File: src/rtl/onewire_xfer.sv
// onewire_xfer: 1-Wire master bit-slot engine, LSB-first write/read of 0..MAX_BITS bits.
// Define OW_STRONG_PULLUP_EN to add the strong_pu output and the post-write SPU hold state.
module onewire_xfer #(
  parameter int unsigned CLK_MHZ   = 27,
  parameter int unsigned MAX_BITS  = 64,
  parameter int unsigned T_W1L_US  = 6,
  parameter int unsigned T_W0L_US  = 60,
  parameter int unsigned T_RL_US   = 6,
  parameter int unsigned T_MSR_US  = 15,
  parameter int unsigned T_SLOT_US = 70,
  parameter int unsigned SPU_US    = 500
) (
  input  logic                          clk,
  input  logic                          rst_n,
  input  logic                          start,
  input  logic                          mode,
  input  logic [$clog2(MAX_BITS+1)-1:0] nbits,
  input  logic [MAX_BITS-1:0]           wdata,
  input  logic                          bus_in,
  output logic                          busy,
  output logic                          done,
  output logic [MAX_BITS-1:0]           rdata,
`ifdef OW_STRONG_PULLUP_EN
  output logic                          strong_pu,
`endif
  output logic                          drive_low
);

  localparam int unsigned NbW     = $clog2(MAX_BITS + 1);
  localparam int unsigned IdxW    = (MAX_BITS > 1) ? $clog2(MAX_BITS) : 1;
  localparam int unsigned SlotCyc = T_SLOT_US * CLK_MHZ;
  localparam int unsigned CntW    = $clog2(SlotCyc);

  localparam logic [CntW-1:0] Low1     = CntW'(T_W1L_US * CLK_MHZ);
  localparam logic [CntW-1:0] Low0     = CntW'(T_W0L_US * CLK_MHZ);
  localparam logic [CntW-1:0] LowR     = CntW'(T_RL_US * CLK_MHZ);
  localparam logic [CntW-1:0] MsrLast  = CntW'(T_MSR_US * CLK_MHZ - 1);
  localparam logic [CntW-1:0] SlotLast = CntW'(SlotCyc - 1);
  localparam logic [NbW-1:0]  MaxBitsN = NbW'(MAX_BITS);

`ifdef OW_STRONG_PULLUP_EN
  localparam int unsigned     SpuCyc  = SPU_US * CLK_MHZ;
  localparam int unsigned     SpuW    = (SpuCyc > 1) ? $clog2(SpuCyc) : 1;
  localparam logic [SpuW-1:0] SpuLast = SpuW'(SpuCyc - 1);
`endif

  typedef enum logic [1:0] {
    StIdle,
    StSlot,
    StFinish
`ifdef OW_STRONG_PULLUP_EN
    , StSpu
`endif
  } state_e;

  state_e              state_q, state_d;
  logic [CntW-1:0]     cnt_q, cnt_d;
  logic [IdxW-1:0]     bit_idx_q, bit_idx_d;
  logic                mode_q, mode_d;
  logic [NbW-1:0]      nbits_q, nbits_d;
  logic [MAX_BITS-1:0] wdata_q, wdata_d;
  logic [MAX_BITS-1:0] rdata_q, rdata_d;
  logic                drive_low_q, drive_low_d;
  logic [CntW-1:0]     low_d;
  logic [IdxW-1:0]     last_idx;
  logic                bus_meta_q, bus_s;
`ifdef OW_STRONG_PULLUP_EN
  logic [SpuW-1:0]     spu_cnt_q, spu_cnt_d;
`endif

  // Idle bus reads high, so the synchroniser resets to 1.
  always_ff @(posedge clk or negedge rst_n) begin
    if (!rst_n) begin
      bus_meta_q <= 1'b1;
      bus_s      <= 1'b1;
    end else begin
      bus_meta_q <= bus_in;
      bus_s      <= bus_meta_q;
    end
  end

  assign last_idx = IdxW'(nbits_q - 1'b1);

  always_comb begin
    state_d   = state_q;
    cnt_d     = cnt_q;
    bit_idx_d = bit_idx_q;
    mode_d    = mode_q;
    nbits_d   = nbits_q;
    wdata_d   = wdata_q;
    rdata_d   = rdata_q;
`ifdef OW_STRONG_PULLUP_EN
    spu_cnt_d = spu_cnt_q;
`endif
    unique case (state_q)
      StIdle: begin
        if (start) begin
          mode_d    = mode;
          wdata_d   = wdata;
          nbits_d   = (nbits > MaxBitsN) ? MaxBitsN : nbits;
          rdata_d   = '0;
          cnt_d     = '0;
          bit_idx_d = '0;
          state_d   = (nbits == '0) ? StFinish : StSlot;
        end
      end
      StSlot: begin
        cnt_d = cnt_q + 1'b1;
        if (mode_q && (cnt_q == MsrLast)) begin
          rdata_d[bit_idx_q] = bus_s;
        end
        if (cnt_q == SlotLast) begin
          cnt_d = '0;
          if (bit_idx_q == last_idx) begin
`ifdef OW_STRONG_PULLUP_EN
            state_d   = mode_q ? StFinish : StSpu;
            spu_cnt_d = '0;
`else
            state_d = StFinish;
`endif
          end else begin
            bit_idx_d = bit_idx_q + 1'b1;
          end
        end
      end
      StFinish: state_d = StIdle;
`ifdef OW_STRONG_PULLUP_EN
      StSpu: begin
        spu_cnt_d = spu_cnt_q + 1'b1;
        if (spu_cnt_q == SpuLast) begin
          state_d = StFinish;
        end
      end
`endif
      default: state_d = StIdle;
    endcase
  end

  // drive_low is registered from next-state values so it lines up with cnt.
  always_comb begin
    if (mode_d) begin
      low_d = LowR;
    end else if (wdata_d[bit_idx_d]) begin
      low_d = Low1;
    end else begin
      low_d = Low0;
    end
    drive_low_d = (state_d == StSlot) && (cnt_d < low_d);
  end

  always_ff @(posedge clk or negedge rst_n) begin
    if (!rst_n) begin
      state_q     <= StIdle;
      cnt_q       <= '0;
      bit_idx_q   <= '0;
      mode_q      <= 1'b0;
      nbits_q     <= '0;
      wdata_q     <= '0;
      rdata_q     <= '0;
      drive_low_q <= 1'b0;
    end else begin
      state_q     <= state_d;
      cnt_q       <= cnt_d;
      bit_idx_q   <= bit_idx_d;
      mode_q      <= mode_d;
      nbits_q     <= nbits_d;
      wdata_q     <= wdata_d;
      rdata_q     <= rdata_d;
      drive_low_q <= drive_low_d;
    end
  end

`ifdef OW_STRONG_PULLUP_EN
  always_ff @(posedge clk or negedge rst_n) begin
    if (!rst_n) begin
      spu_cnt_q <= '0;
    end else begin
      spu_cnt_q <= spu_cnt_d;
    end
  end

  assign strong_pu = (state_q == StSpu);
  assign busy      = (state_q == StSlot) || (state_q == StSpu);
`else
  assign busy      = (state_q == StSlot);
`endif

  assign done      = (state_q == StFinish);
  assign rdata     = rdata_q;
  assign drive_low = drive_low_q;

endmodule

File: config.mk
export PLATFORM = sky130hd
export DESIGN_NAME = onewire_xfer
export DESIGN_NICKNAME = d
export VERILOG_FILES = /design/src/rtl/onewire_xfer.sv
export SDC_FILE = /design/constraint.sdc
export NUM_CORES = 1
export LEC_CHECK = 0
export BUFFER_PORTS_ARGS = -buffer_cell sky130_fd_sc_hd__buf_2
export CORE_ASPECT_RATIO = 1.75
export CORE_MARGIN = 1.5
export CORE_UTILIZATION = 51
export DETAILED_ROUTE_END_ITERATION = 10
export PLACE_DENSITY = 0.77
export SYNTH_ARGS = -nofsm -noshare
export SYNTH_HDL_FRONTEND = slang
export SYNTH_SLANG_ARGS = --single-unit
export TNS_END_PERCENT = 50
File: constraint.sdc
create_clock -name clk -period 4.3 [get_ports clk]
set_input_delay 0.86 -clock clk [delete_from_list [all_inputs] [get_ports clk]]
set_output_delay 0.86 -clock clk [all_outputs]
set_load 0.1 [all_outputs]
; After elaboration in Yosys (flattened, before gate mapping)
; Cells that the tools add are included.
[classes]
addsub = 3
n_lt_le_gt_ge = 5
eq_ne = 8
mux = 27
reduce_logical = 8
[op_table]
columns = op, n
row1 = $mux 64, 4
row2 = $pmux 64 s2, 1
row3 = $bwmux 64, 1
row4 = $mux 11, 4
row5 = $mux 6, 4
row6 = $pmux 11 s2, 1
row7 = $lt 6x7->1 const B, 2
row8 = $pmux 6 s2, 1
row9 = $add 11x1->11 const B, 1
row10 = $eq 11x11->1 const B, 1
row11 = $eq 11x9->1 const B, 1
row12 = $lt 11x11->1, 1
row13 = $mux 2, 4
row14 = $gt 7x7->1 const B, 1
row15 = $logic_not 7->1, 1
row16 = $add 6x1->6 const B, 1
row17 = $bmux 1 s6, 1
row18 = $demux 1 s6, 1
row19 = $eq 6x6->1, 1
row20 = $ge 6x1->1 const B, 1
row21 = $sub 6x1->6 const B, 1
row22 = $eq 2x1->1 const B, 2
row23 = $mux 1, 4
row24 = $pmux 2 s2, 1
row25 = 8 further kinds, 10
[word_totals]
ff_bits = 157
word_cells = 61

; Longest topological paths before layout
; Gate-level depths: netlist (run 1).
[logic_depth]
depth_word = 11
ltp_mapped = 22
mapped_depth_nobuf = 21

; Least setup slack after synthesis (run 1)
; No wires, ideal clock.
[synth_timing]
kind = register -> register
startpoint = register state_q[1]
endpoint = register drive_low_q, in the netlist drive_low
setup_time_ns = 0.133
arrival_ns = 4.368
t_required_ns = 4.167
path_slack_ns = -0.201
path_stages_with_launch = 21
synth_period_minus_slack_ns = 4.501
path_cell_list = dfrtp_1 > nand2b_1 > buf_2 > inv_1 > clkbuf_1 > nor2_1 > buf_2 > mux2_2 > a211o_2 > o211a_1 > a211oi_1 > o21ai_0 > nand4_1 > and4_4 > inv_1 > ha_1 > nand3_1 > o311ai_0 > a21oi_1 > o41ai_1 > o21ai_2
[synth_between]
elab_chain_cells = 8
elab_cells_between_ends = 17
classes_between = order compare: 1 / eq/ne: 2 / mux: 12 / reduce/logical: 2
[synth_lines]
columns = element, line_no
row1 = start: declaration, 56  ; state_e state_q, state_d;
row2 = start signal: assignment, 153  ; state_q <= StIdle;
row3 = start signal: assignment, 162  ; state_q <= state_d;
row4 = $eq 2x1->1 (*), -
row5 = named net busy, 20  ; output logic busy,
row6 = $pmux 6 s2, 95  ; unique case (state_q)
row7 = $bmux 1 s6, 143  ; end else if (wdata_d[bit_idx_d]) begin
row8 = $mux 1 (implied by the code), 143
row9 = $mux 11, 143
row10 = $mux 11, 141  ; if (mode_d) begin
row11 = $lt 11x11->1, 148  ; drive_low_d = (state_d == StSlot) && (cnt_d < low_d);
row12 = $logic_and 1x1->1 (*), 148
row13 = named net drive_low_d, 63  ; logic drive_low_q, drive_low_d;
row14 = end signal: assignment, 169  ; drive_low_q <= drive_low_d;
row15 = end: declaration, 63
; The timed path passes the listed nets; every way through them passes the cells marked *. The select of a mux whose other input is x is not followed.
; A chain may end at the register's enable or synchronous reset.

; Worst setup path in the final report (run 1)
[layout_timing]
startpoint = register cnt_q[1]
endpoint = register drive_low_q, in the netlist drive_low
[layout_between]
elab_chain_cells = 9
elab_cells_between_ends = 16
classes_between = add/sub: 1 / order compare: 1 / eq/ne: 2 / mux: 11 / reduce/logical: 1
[layout_lines]
columns = element, line_no
row1 = start: declaration, 57  ; logic [CntW-1:0] cnt_q, cnt_d;
row2 = start signal: assignment, 163  ; cnt_q <= cnt_d;
row3 = $eq 11x11->1, 112  ; if (cnt_q == SlotLast) begin
row4 = $mux 6, 112
row5 = $pmux 6 s2, 95
row6 = $bmux 1 s6, 143
row7 = $mux 1 (implied by the code), 143
row8 = $mux 11, 143
row9 = $mux 11, 141
row10 = $lt 11x11->1, 148
row11 = $logic_and 1x1->1 (*), 148
row12 = named net drive_low_d, 63
; Marks and branches as above.

==> summary.txt, run 1 <==
Synth
  – Mean Syn Cell Area: roughly 9 µm²
  – Synth cell types: 66
  – Post-synth top cells: nand2_1, dfrtp_1, o21ai_0
  – Seq/Total Area, Yosys: 49.8%
  – Post-Synthesis Cell Area: about 0.0079 mm²
  – Yosys top cell area share: just under 50%
  – Main synth FF type: dfrtp_1
  – Async set or reset register ratio after synthesis: 100%
  – Dominant cells by area after synthesis: dfrtp_1, nand2_1, o21ai_0
  – Cell with the most instances after synthesis: nand2_1
  – Ys Warns: 0
  – Yosys top cell by area: dfrtp_1
  – Syn Inst Count: between 800 and 900
  – Syn nets: 966
  – #FFs+latches synth: 157
  – Post-synth EDFFs: 0

Critical path
  – Setup CP Type: reg2reg
  – Crit path largest cell delay: about 0.41 ns
  – Critical path's slowest cell: dfrtp_1
  – CP Capture Type: flip-flop
  – CP required: ~4.7 ns
  – CP startpoint: cnt_q[1]
  – Critical Path, Cell by Cell: inv_2 -> ha_1 -> nand4b_1 -> nor4_4 -> nand2_2 -> a31o_4 -> a21oi_4 -> clkinv_4 -> buf_8 -> mux2i_1 -> mux2_2 -> a22oi_2 -> nand4_1 -> and4_4 -> ha_4 -> a21o_1 -> a21oi_2 -> o311ai_2 -> a21oi_2 -> nand2_1 -> o21ai_2
  – Most common cell on crit path: a21oi_2
  – Worst-path fanout max: 6
  – Critical path data arrival time: ~4.6 ns
  – CP startpoint kind: flip-flop
  – Worst reg2reg path startpoint: cnt_q[1]

Clocking
  – Clock root buffer: clkbuf_16
  – CTS Buf Count: 17
  – CTS Buffer Depth: 2
  – TritonCTS clock tree: yes
  – Clk slew on worst S/H paths: 0.06 ns
  – H-tree Lvls: 4
  – Worst-Skew Late Latency: 0.43 ns
  – Clock sinks: 157

Floorplanning
  – Core outline area: roughly 0.015 mm²
  – Die span in y: approximately 170 µm
  – Die ar.: approximately 0.016 mm²
  – IO Count: 143
  – Initial core utilization: 51.8%
  – Die W: 97.1 µm
  – Num rows: 60

Global route
  – Total GRT Usage: 27.0%
  – Global route overflow: 0
  – Most used routing layer: met2
  – Largest net degree at the start of global routing: 91
  – Met1 usage: between 30% and 40%
  – Vias in the first global route: around 7000
  – First-pass GRT wire length: approximately 35000 µm
  – Met3 layer usage reported by global route: between 4 and 5%
  – Initial antenna violation count: 0
  – GR Util met2: between 40% and 50%

Drt
  – DR DRC count: 0
  – Drt via density: 5.85
  – 1st-iter DRT viols: 474
  – Pre-antenna DRT Iters: 6
  – WL/cell: 18.0 µm
  – Total wire length: 22100 µm
  – Final ANT Viol Nets: 0
  – Vias: 7185

Layout
  – ANT cells: 0
  – Area of the multi-input gates: 0.00379 mm²
  – Final Instance Area: 0.00973 mm²
  – Nets: 1117
  – Reg area: 0.00393 mm²
  – FILL cells: around 1300
  – Layout cell share with drive strength beyond 1: 27.4%
  – Area delta synth->final: 23.2%

Min path
  – Hold Startpoint: bus_meta_q
  – HP Class: reg2reg

Placed design
  – Post-DP Area: 0.00887 mm²
  – Gpl congestion: 0.920
  – Port Buffers: between 100 and 150
  – Detailed placer's ending HPWL: approximately 15000 µm

STA
  – Final setup viols: 0
  – Slew HR: ~36%
  – Final min period: 4.24 ns
  – Worst-Margin Slew: about 0.96 ns
  – Final count of pins violating max slew: 0
  – Crit share post-route: between 90% and 100%
  – Final hold vios: 0
  – Worst Skew: 0.0150 ns
  – Fmax: roughly 0.24 GHz
  – Unrepaired setup endpoints after global routing: true

Outcome
  – Status: complete, no violations

Flow run
  – Max Cap Viol: 0

Power and ir drop
  – Leak: 4.60 nW
  – Overall power: 7.01 mW
  – PD cells: about 720 mW/mm²
  – Maximum vdd drop: 0.316 mV
==> report_power, final <==
part           total, mW  switching (mW)  internal, mW  leakage [nW]
Sequential          2.29           0.276          2.02          1.91
Clock               1.51           0.643         0.870         0.281
Combinational       3.20            2.37         0.837          2.41
==> flip-flops by register name, indices dropped and copies added (netlist names) <==
| signal | count |
|---|---|
| bus_meta_q | 1 |
| wdata_q | 64 |
| cnt_q | 11 |
| state_q | 2 |
| drive_low | 1 |
| nbits_q | 6 |
| rdata | 64 |
| mode_q | 1 |
| bus_s | 1 |
| bit_idx_q | 6 |
==> stage by stage <==
step                      util, %  worst slack [ns]  cells  hold WS, ns  setup TNS, ns
after floorplan                 -             0.242    878        0.345              0
after global placement       58.2            0.0184   1181        0.358              0
after detailed placement     58.2            -0.139   1181        0.347         -0.139
after CTS                    62.4            0.0160   1215        0.355              0
after global routing         63.8            -0.132   1228        0.363         -0.132
final                        63.8            0.0556   1228        0.355              0
==> what timing repair did <==
action / in CTS / in global routing
pin swaps: 2 / 14
resized for setup: 7 / 28
buffers inserted: 2 / 13
hold buffers: 0 / 0
setup endpoints to repair: 1 / 1
==> critical path: cells and delay by family, from the launching register on <==
family          cells  cell delay, ns
mux                 2            0.39
flops               1            0.41
fa+ha+maj           2            0.36
compound gates      8            1.49
simple gates        6            1.14
buf+inv             3            0.39
==> metal layers <==
layer / vias to the layer above / routed length, µm
met3: 66 / 1200
met1: 3458 / 8040
met2: 311 / 11700
met5: - / 0
li1: 3350 / -
met4: 0 / 1170
==> worst paths after layout <==
path,endpoint,slack (ns),cells after the start
setup / recovery,drive_low,0.06,21
hold / removal,bus_s,0.35,0
setup reg to reg,drive_low,0.06,21
hold reg to reg,bus_s,0.35,0
max in group asynchronous,wdata_q[2],2.96,2
min in group asynchronous,wdata_q[58],0.48,1
==> cell families after synthesis <==
family | count (synthesis) | synth area share (%)
DFF | 157 | 49.8
adders and majority gates | 12 | 1.90
AOI/OAI and AO/OA | 259 | 18.7
muxes | 39 | 5.16
xor gates and xnor gates | 9 | 0.998
buffers and inverters | 68 | 4.02
and+or+nand+nor | 334 | 19.4
==> cell usage in the layout (no fill, tap or decap), types with 5 or more instances in the layout <==
| cell type | instances |
|---|---|
| nand3_1 | 13 |
| nand4_1 | 5 |
| or2_2 | 5 |
| clkinv_4 | 5 |
| inv_1 | 6 |
| buf_2 | 141 |
| o211ai_1 | 9 |
| mux2_2 | 14 |
| nor2_1 | 18 |
| nor3_1 | 7 |
| and3_1 | 8 |
| ha_1 | 11 |
| nand2_1 | 232 |
| buf_4 | 41 |
| a21oi_1 | 65 |
| nand3b_1 | 9 |
| xnor2_1 | 5 |
| mux2i_1 | 24 |
| dfrtp_1 | 154 |
| o21ai_0 | 147 |
| clkbuf_16 | 17 |
==> final cells by class <==
class | instances | area share [%]
tap | 186 | 2.39
inverter | 11 | 0.502
clock buffer | 19 | 4.45
clock inverter | 13 | 1.61
sequential | 157 | 40.4
timing repair buffer | 189 | 11.6
multi-input combinational | 653 | 39.0
(Power assumes the default switching activity.)
==> inputs of run 2 (changes only) <==
Settings changed: BUFFER_PORTS_ARGS -buffer_cell sky130_fd_sc_hd__buf_2 to -buffer_cell sky130_fd_sc_hd__clkbuf_2, REMOVE_ABC_BUFFERS set to 1.
==> summary.txt, run 2 (same netlist as run 1, synthesis figures left out) <==
Clocking
  – TritonCTS clock tree: yes (unchanged)
  – Clock sinks: 157 (unchanged)
  – CTS Buffer Depth: 2 (unchanged)
  – Clock root buffer: clkbuf_16 (unchanged)
  – Worst-Skew Late Latency: 0.43 ns (about the same)
  – CTS Buf Count: 17 (unchanged)
  – Clk slew on worst S/H paths: 0.07 ns (was 0.06 ns)
  – H-tree Lvls: 4 (unchanged)

Placed design
  – Dpl ws: -0.119 ns (was -0.139 ns)
  – Detailed placer's ending HPWL: 15500 µm (was 15100 µm)
  – Post-DP Area: 0.00893 mm² (was 0.00887 mm²)
  – Gpl congestion: 0.927 (was 0.920)
  – Port Buffers: 142 (unchanged)

Floorplanning
  – Die W: 97.1 µm (unchanged)
  – Die ar.: 0.0163 mm² (unchanged)
  – Initial core utilization: 51.8% (unchanged)
  – IO Count: 143 (unchanged)
  – Num rows: 60 (unchanged)
  – Core outline area: 0.0152 mm² (unchanged)
  – Die span in y: 168 µm (unchanged)

STA
  – Worst hold slack: 0.368 ns (was 0.355 ns)
  – Final Worst Setup Slack: 0.0883 ns (was 0.0556 ns)
  – Fmax: 0.237 GHz (was 0.236 GHz)
  – Worst-Margin Slew: 0.973 ns (was 0.958 ns)
  – Unrepaired setup endpoints after global routing: true (unchanged)
  – Final hold vios: 0 (unchanged)
  – Final count of pins violating max slew: 0 (unchanged)
  – Worst Skew: 0.0143 ns (was 0.0150 ns)
  – Slew HR: 34.9% (was 35.6%)
  – Final min period: 4.21 ns (was 4.24 ns)
  – Final setup viols: 0 (unchanged)
  – Crit share post-route: 97.9% (was 98.7%)

Global route
  – Vias in the first global route: 7034 (was 7122)
  – Initial antenna violation count: 0 (unchanged)
  – First-pass GRT wire length: 35300 µm (was 35200 µm)
  – Global route overflow: 0 (unchanged)
  – Largest net degree at the start of global routing: 88 (was 91)
  – Total GRT Usage: 27.4% (was 27.0%)

Critical path
  – CP Capture Type: flip-flop (unchanged)
  – Critical path's slowest cell: or4_4 (was dfrtp_1)
  – Crit path largest cell delay: 0.45 ns (was 0.41 ns)
  – Critical Path, Cell by Cell: inv_2 -> ha_2 -> nand4b_1 -> buf_4 -> or4_4 -> a31oi_4 -> nand3_1 -> mux2_4 -> inv_2 -> nor2_2 -> a22oi_2 -> nand4_1 -> and4_4 -> ha_1 -> a21o_1 -> a21oi_2 -> o311ai_2 -> a21oi_2 -> nand2_1 -> o21ai_2 (was inv_2 -> ha_1 -> nand4b_1 -> nor4_4 -> nand2_2 -> a31o_4 -> a21oi_4 -> clkinv_4 -> buf_8 -> mux2i_1 -> mux2_2 -> a22oi_2 -> nand4_1 -> and4_4 -> ha_4 -> a21o_1 -> a21oi_2 -> o311ai_2 -> a21oi_2 -> nand2_1 -> o21ai_2)
  – Worst-path fanout max: 6 (unchanged)
  – Cell family with most CP delay: simple AND/OR/NAND/NOR gates (was compound AO/OA/AOI/OAI gates)
  – Critical path data arrival time: 4.57 ns (was 4.59 ns)
  – CP startpoint: cnt_q[1] (unchanged)
  – R2R setup slack: 0.09 ns (was 0.06 ns)
  – Reg2reg path depth: 20 (was 21)
  – CP startpoint kind: flip-flop (unchanged)
  – Setup CP Type: reg2reg (unchanged)
  – Reg-to-Reg End: drive_low (unchanged)
  – Worst reg2reg path startpoint: cnt_q[1] (unchanged)
  – CP required: 4.66 ns (was 4.65 ns)
  – Bufs and invs on worst path: 3 (unchanged)

Layout
  – ANT cells: 0 (unchanged)
  – Area delta synth->final: 23.1% (was 23.2%)
  – Nets: 1118 (was 1117)
  – Final Instance Area: 0.00972 mm² (was 0.00973 mm²)
  – Layout cell share with drive strength beyond 1: 27.6% (was 27.4%)
  – Most frequent cells in the layout: nand2_1, dfrtp_1, o21ai_0 (unchanged)
  – Commonest non-fill, non-tap cell in the layout: nand2_1 (unchanged)
  – Final core utilization: 63.8% (about the same)

Drt
  – Vias: 7108 (was 7185)
  – WL/cell: 18.3 µm (was 18.0 µm)
  – Final ANT Viol Nets: 0 (unchanged)
  – Drt via density: 5.78 (was 5.85)
  – Pre-antenna DRT Iters: 5 (was 6)
  – Total wire length: 22500 µm (was 22100 µm)
  – 1st-iter DRT viols: 431 (was 474)
  – DR DRC count: 0 (unchanged)

Outcome
  – Status: complete, no violations (unchanged)

Power and ir drop
  – Maximum vdd drop: 0.340 mV (was 0.316 mV)
  – Leak: 4.62 nW (was 4.60 nW)
  – PD cells: 721 mW/mm² (about the same)
  – Overall power: 7.01 mW (about the same)

Min path
  – Hold path depth: 0 (unchanged)
  – Hold Startpoint: bus_meta_q (unchanged)
  – Worst Hold Endpoint: bus_s (unchanged)
  – HP Class: reg2reg (unchanged)

Flow run
  – Max Cap Viol: 0 (unchanged)
-- run 2: layout make-up --
| type | instances | area (µm²) |
|---|---|---|
| inverter | 11 | 47.5 |
| clock buffer | 20 | 467 |
| fill | 1303 | 5520 |
| timing repair buffer | 190 | 1130 |
| clock inverter | 12 | 125 |
| tap | 186 | 233 |
| sequential | 157 | 3930 |
| multi-input combinational | 653 | 3790 |
-- run 2: worst register-to-register path: stages (launching register included) --
cell and delay, ns:
dfrtp_1 0.40, inv_2 0.08, ha_2 0.18, nand4b_1 0.18
buf_4 0.18, or4_4 0.45, a31oi_4 0.28, nand3_1 0.17
mux2_4 0.37, inv_2 0.11, nor2_2 0.07, a22oi_2 0.23
nand4_1 0.13, and4_4 0.20, ha_1 0.29, a21o_1 0.19
a21oi_2 0.16, o311ai_2 0.12, a21oi_2 0.18, nand2_1 0.08
o21ai_2 0.11
-- run 2: through the flow --
stage | TNS [ns] | instances
finish | 0 | 1229
global route | -0.0640 | 1229
CTS | 0 | 1220
detailed placement | -0.119 | 1188
global placement | 0 | 1188
floorplan | -99.78 | 821
-- run 2: power by group --
group,leakage [nW],internal [mW],switching [mW]
sequential,1.91,2.02,0.279
combinational,2.41,0.834,2.38
clock,0.294,0.858,0.641
-- run 2: repair_timing --
action                                  in CTS  in global routing
gates resized for setup                      6                 25
endpoints found under the hold margin        0                  0
hold buffers                                 0                  0
setup buffers                                0                  9
pin swaps                                    3                 12
endpoints found under the setup margin       1                  1
-- run 2: worst max-delay path by stage --
stage	end	slack (ns)	cells past startpoint
final	drive_low	0.09	20
after global routing	drive_low	-0.06	20
after CTS	drive_low	0.02	21
after detailed placement	drive_low	-0.12	18
after global placement	drive_low	0.07	18
after floorplan	drive_low	-3.69	17
-- run 2: layer usage --
| layer | vias to the layer above | GRT usage [%] | share of wire, % | wire length (µm) |
|---|---|---|---|---|
| met5 | - | 0 | 0 | 0 |
| met4 | 0 | 18.5 | 5.4 | 1220 |
| met3 | 70 | 3.76 | 5.0 | 1130 |
| met2 | 302 | 47.2 | 52 | 11700 |
| met1 | 3388 | 31.3 | 37 | 8410 |
| li1 | 3348 | - | - | - |
==> inputs of run 3 (changes only) <==
--- a/config.mk
+++ b/config.mk
@@ -6,4 +6,5 @@
 export NUM_CORES = 1
 export LEC_CHECK = 0
+export ABC_AREA = 1
 export BUFFER_PORTS_ARGS = -buffer_cell sky130_fd_sc_hd__clkbuf_2
 export CORE_ASPECT_RATIO = 1.75
==> constraint.sdc (replaced) <==
create_clock -name clk -period 4.3 [get_ports clk]
set_input_delay 0.86 -clock clk [delete_from_list [all_inputs] [get_ports clk]]
set_output_delay 0.86 -clock clk [all_outputs]
set_load 0.01 [all_outputs]
==> summary.txt, run 3 <==
STA
  – Final min period: 3.74 ns (was 4.21 ns)
  – Final count of pins violating max slew: 0 (unchanged)
  – Unrepaired setup endpoints after global routing: false (was true)
  – Fmax: 0.267 GHz (was 0.237 GHz)
  – Final setup viols: 0 (unchanged)
  – Worst-Margin Slew: 1.10 ns (was 0.973 ns)
  – Worst Skew: 0.0125 ns (was 0.0143 ns)
  – Final hold vios: 0 (unchanged)
  – Crit share post-route: 87.0% (was 97.9%)
  – Worst hold slack: 0.361 ns (was 0.368 ns)
  – Slew HR: 26.3% (was 34.9%)

Layout
  – Area of the multi-input gates: 0.00357 mm² (was 0.00379 mm²)
  – Final Instance Area: 0.00963 mm² (was 0.00972 mm²)
  – Most frequent cells in the layout: nand2_1, dfrtp_1, clkbuf_2 (was nand2_1, dfrtp_1, o21ai_0)
  – ANT cells: 0 (unchanged)
  – Reg area: 0.00393 mm² (unchanged)
  – Commonest non-fill, non-tap cell in the layout: nand2_1 (unchanged)
  – FILL cells: 1381 (was 1303)
  – Layout cell share with drive strength beyond 1: 23.5% (was 27.6%)
  – Area delta synth->final: 18.5% (was 23.1%)
  – Final core utilization: 62.3% (was 63.8%)
  – Nets: 1216 (was 1118)

Outcome
  – Status: complete, no violations (unchanged)

Floorplanning
  – Num rows: 60 (unchanged)
  – Core outline area: 0.0155 mm² (was 0.0152 mm²)
  – Die ar.: 0.0167 mm² (was 0.0163 mm²)
  – Die W: 98.4 µm (was 97.1 µm)
  – Die span in y: 170 µm (was 168 µm)
  – IO Count: 143 (unchanged)
  – Initial core utilization: 52.6% (was 51.8%)

Drt
  – Final ANT Viol Nets: 0 (unchanged)
  – Pre-antenna DRT Iters: 5 (unchanged)
  – Vias: 7546 (was 7108)
  – DR DRC count: 0 (unchanged)
  – Total wire length: 22500 µm (about the same)
  – 1st-iter DRT viols: 493 (was 431)
  – Drt via density: 5.69 (was 5.78)
  – WL/cell: 17.0 µm (was 18.3 µm)

Global route
  – Vias in the first global route: 7481 (was 7034)
  – Initial antenna violation count: 0 (unchanged)
  – Largest net degree at the start of global routing: 80 (was 88)
  – Global route overflow: 0 (unchanged)
  – First-pass GRT wire length: 36700 µm (was 35300 µm)
  – Total GRT Usage: 27.5% (was 27.4%)

Critical path
  – Critical path's slowest cell: dfrtp_1 (was or4_4)
  – R2R setup slack: 0.56 ns (was 0.09 ns)
  – Worst-path fanout max: 34 (was 6)
  – CP required: 4.61 ns (was 4.66 ns)
  – Worst reg2reg path startpoint: nbits_q[1] (was cnt_q[1])
  – Reg2reg path depth: 24 (was 20)
  – Cell family with most CP delay: simple AND/OR/NAND/NOR gates (unchanged)
  – Setup CP Type: reg2reg (unchanged)
  – CP Capture Type: flip-flop (unchanged)
  – Most common cell on crit path: nand3_1
  – Bufs and invs on worst path: 2 (was 3)
  – CP startpoint kind: flip-flop (unchanged)
  – Reg-to-Reg End: drive_low (unchanged)
  – Critical path data arrival time: 4.05 ns (was 4.57 ns)
  – Critical Path, Cell by Cell: inv_1 -> ha_1 -> xor2_1 -> nand3_1 -> nor2_2 -> nand3_2 -> nand3_1 -> nand2_2 -> nand2_4 -> inv_2 -> nand2_1 -> nand2_1 -> nand2_1 -> nand3_1 -> nand3_1 -> nand3_1 -> nand3_1 -> nand3_2 -> ha_1 -> nand2_1 -> nor3b_1 -> nand4_1 -> o211ai_1 -> a21oi_1 (was inv_2 -> ha_2 -> nand4b_1 -> buf_4 -> or4_4 -> a31oi_4 -> nand3_1 -> mux2_4 -> inv_2 -> nor2_2 -> a22oi_2 -> nand4_1 -> and4_4 -> ha_1 -> a21o_1 -> a21oi_2 -> o311ai_2 -> a21oi_2 -> nand2_1 -> o21ai_2)
  – Crit path largest cell delay: 0.38 ns (was 0.45 ns)

Synth
  – Ys Warns: 0 (unchanged)
  – Yosys top cell by area: dfrtp_1 (unchanged)
  – Post-synth top cells: nand2_1, dfrtp_1, o21ai_0 (unchanged)
  – Seq/Total Area, Yosys: 48.4% (was 49.8%)
  – Dominant cells by area after synthesis: dfrtp_1, nand2_1, o21ai_0 (unchanged)
  – Synth cell types: 41 (was 66)
  – Main synth FF type: dfrtp_1 (unchanged)
  – Post-Synthesis Cell Area: 0.00813 mm² (was 0.00790 mm²)
  – Syn Inst Count: 993 (was 878)
  – Async set or reset register ratio after synthesis: 100% (unchanged)
  – Cell with the most instances after synthesis: nand2_1 (unchanged)
  – Mean Syn Cell Area: 8.19 µm² (was 9.00 µm²)
  – #FFs+latches synth: 157 (unchanged)
  – Post-synth EDFFs: 0 (unchanged)
  – Yosys top cell area share: 47.7% (was 49.1%)

Clocking
  – Post-cts resize count: 0 (was 6)
  – CTS Buf Count: 17 (unchanged)
  – Clock sinks: 157 (unchanged)
  – TritonCTS clock tree: yes (unchanged)
  – CTS Buffer Depth: 2 (unchanged)
  – H-tree Lvls: 4 (unchanged)
  – Clock root buffer: clkbuf_16 (unchanged)
  – Post-CTS Repair Setup Buffers: 0 (unchanged)
  – Worst-Skew Late Latency: 0.42 ns (was 0.43 ns)
  – Clk slew on worst S/H paths: 0.07 ns (about the same)
  – # hold bufs at CTS: 0 (unchanged)

Power and ir drop
  – PD cells: 510 mW/mm² (was 721 mW/mm²)
  – Leak: 4.76 nW (was 4.62 nW)
  – Maximum vdd drop: 0.299 mV (was 0.340 mV)

Min path
  – Worst Hold Endpoint: bus_s (unchanged)
  – Hold Startpoint: bus_meta_q (unchanged)
  – Hold path depth: 0 (unchanged)
  – HP Class: reg2reg (unchanged)

Placed design
  – Port Buffers: 142 (unchanged)
  – Gpl congestion: 0.860 (was 0.927)
  – Post-DP Area: 0.00904 mm² (was 0.00893 mm²)
  – Detailed placer's ending HPWL: 15700 µm (was 15500 µm)

Flow run
  – Max Cap Viol: 0 (unchanged)
## run 3: area by class of cell
class                   instances  area share [%]
inverters                     100            3.92
clock inverters                13            1.57
multi-input cells             684            37.1
flip-flops and latches        157            40.8
well taps                     186            2.42
clock buffers                  19            4.60
repair buffers                168            9.60
## run 3: cells by family after synthesis
kind of cell | count (synthesis) | synth area share, %
simple gates | 406 | 22.7
xor+xnor | 8 | 1.19
flops | 157 | 48.4
buf+inv | 152 | 7.82
compound gates | 258 | 18.1
fa+ha+maj | 12 | 1.85
## run 3: where the power goes
| part | internal (mW) | switching [mW] | leakage, nW |
|---|---|---|---|
| clock | 0.884 | 0.642 | 0.283 |
| sequential | 1.80 | 0.157 | 2.01 |
| combinational | 0.527 | 0.911 | 2.47 |
| total | 3.21 | 1.71 | 4.76 |
## run 3: metrics by stage
step	total power, mW	TNS (ns)	setup WS, ns	cells
final	4.92	0	0.557	1327
after global routing	5.22	0	0.163	1327
after CTS	4.93	0	0.569	1327
after detailed placement	3.40	0	0.518	1295
after global placement	3.36	0	0.573	1295
after floorplan	2.95	-103.11	-1.62	941
## run 3: per-layer routing
metal	track usage, %	share of wire (%)
met1	31.8	37
met5	0	0
met4	15.7	5.0
met2	48.2	53
met3	4.02	5.5
## run 3: worst max path at each step
stage | start | to | slack, ns | cells after the start
2_1_floorplan | start | rdata[0] | -1.62 | 8
4_1_cts | nbits_q[1] | drive_low | 0.57 | 24
6_report | nbits_q[1] | drive_low | 0.56 | 24
3_5_place_dp | start | drive_low | 0.52 | 17
3_3_place_gp | start | drive_low | 0.57 | 17
5_1_grt | nbits_q[0] | drive_low | 0.16 | 27
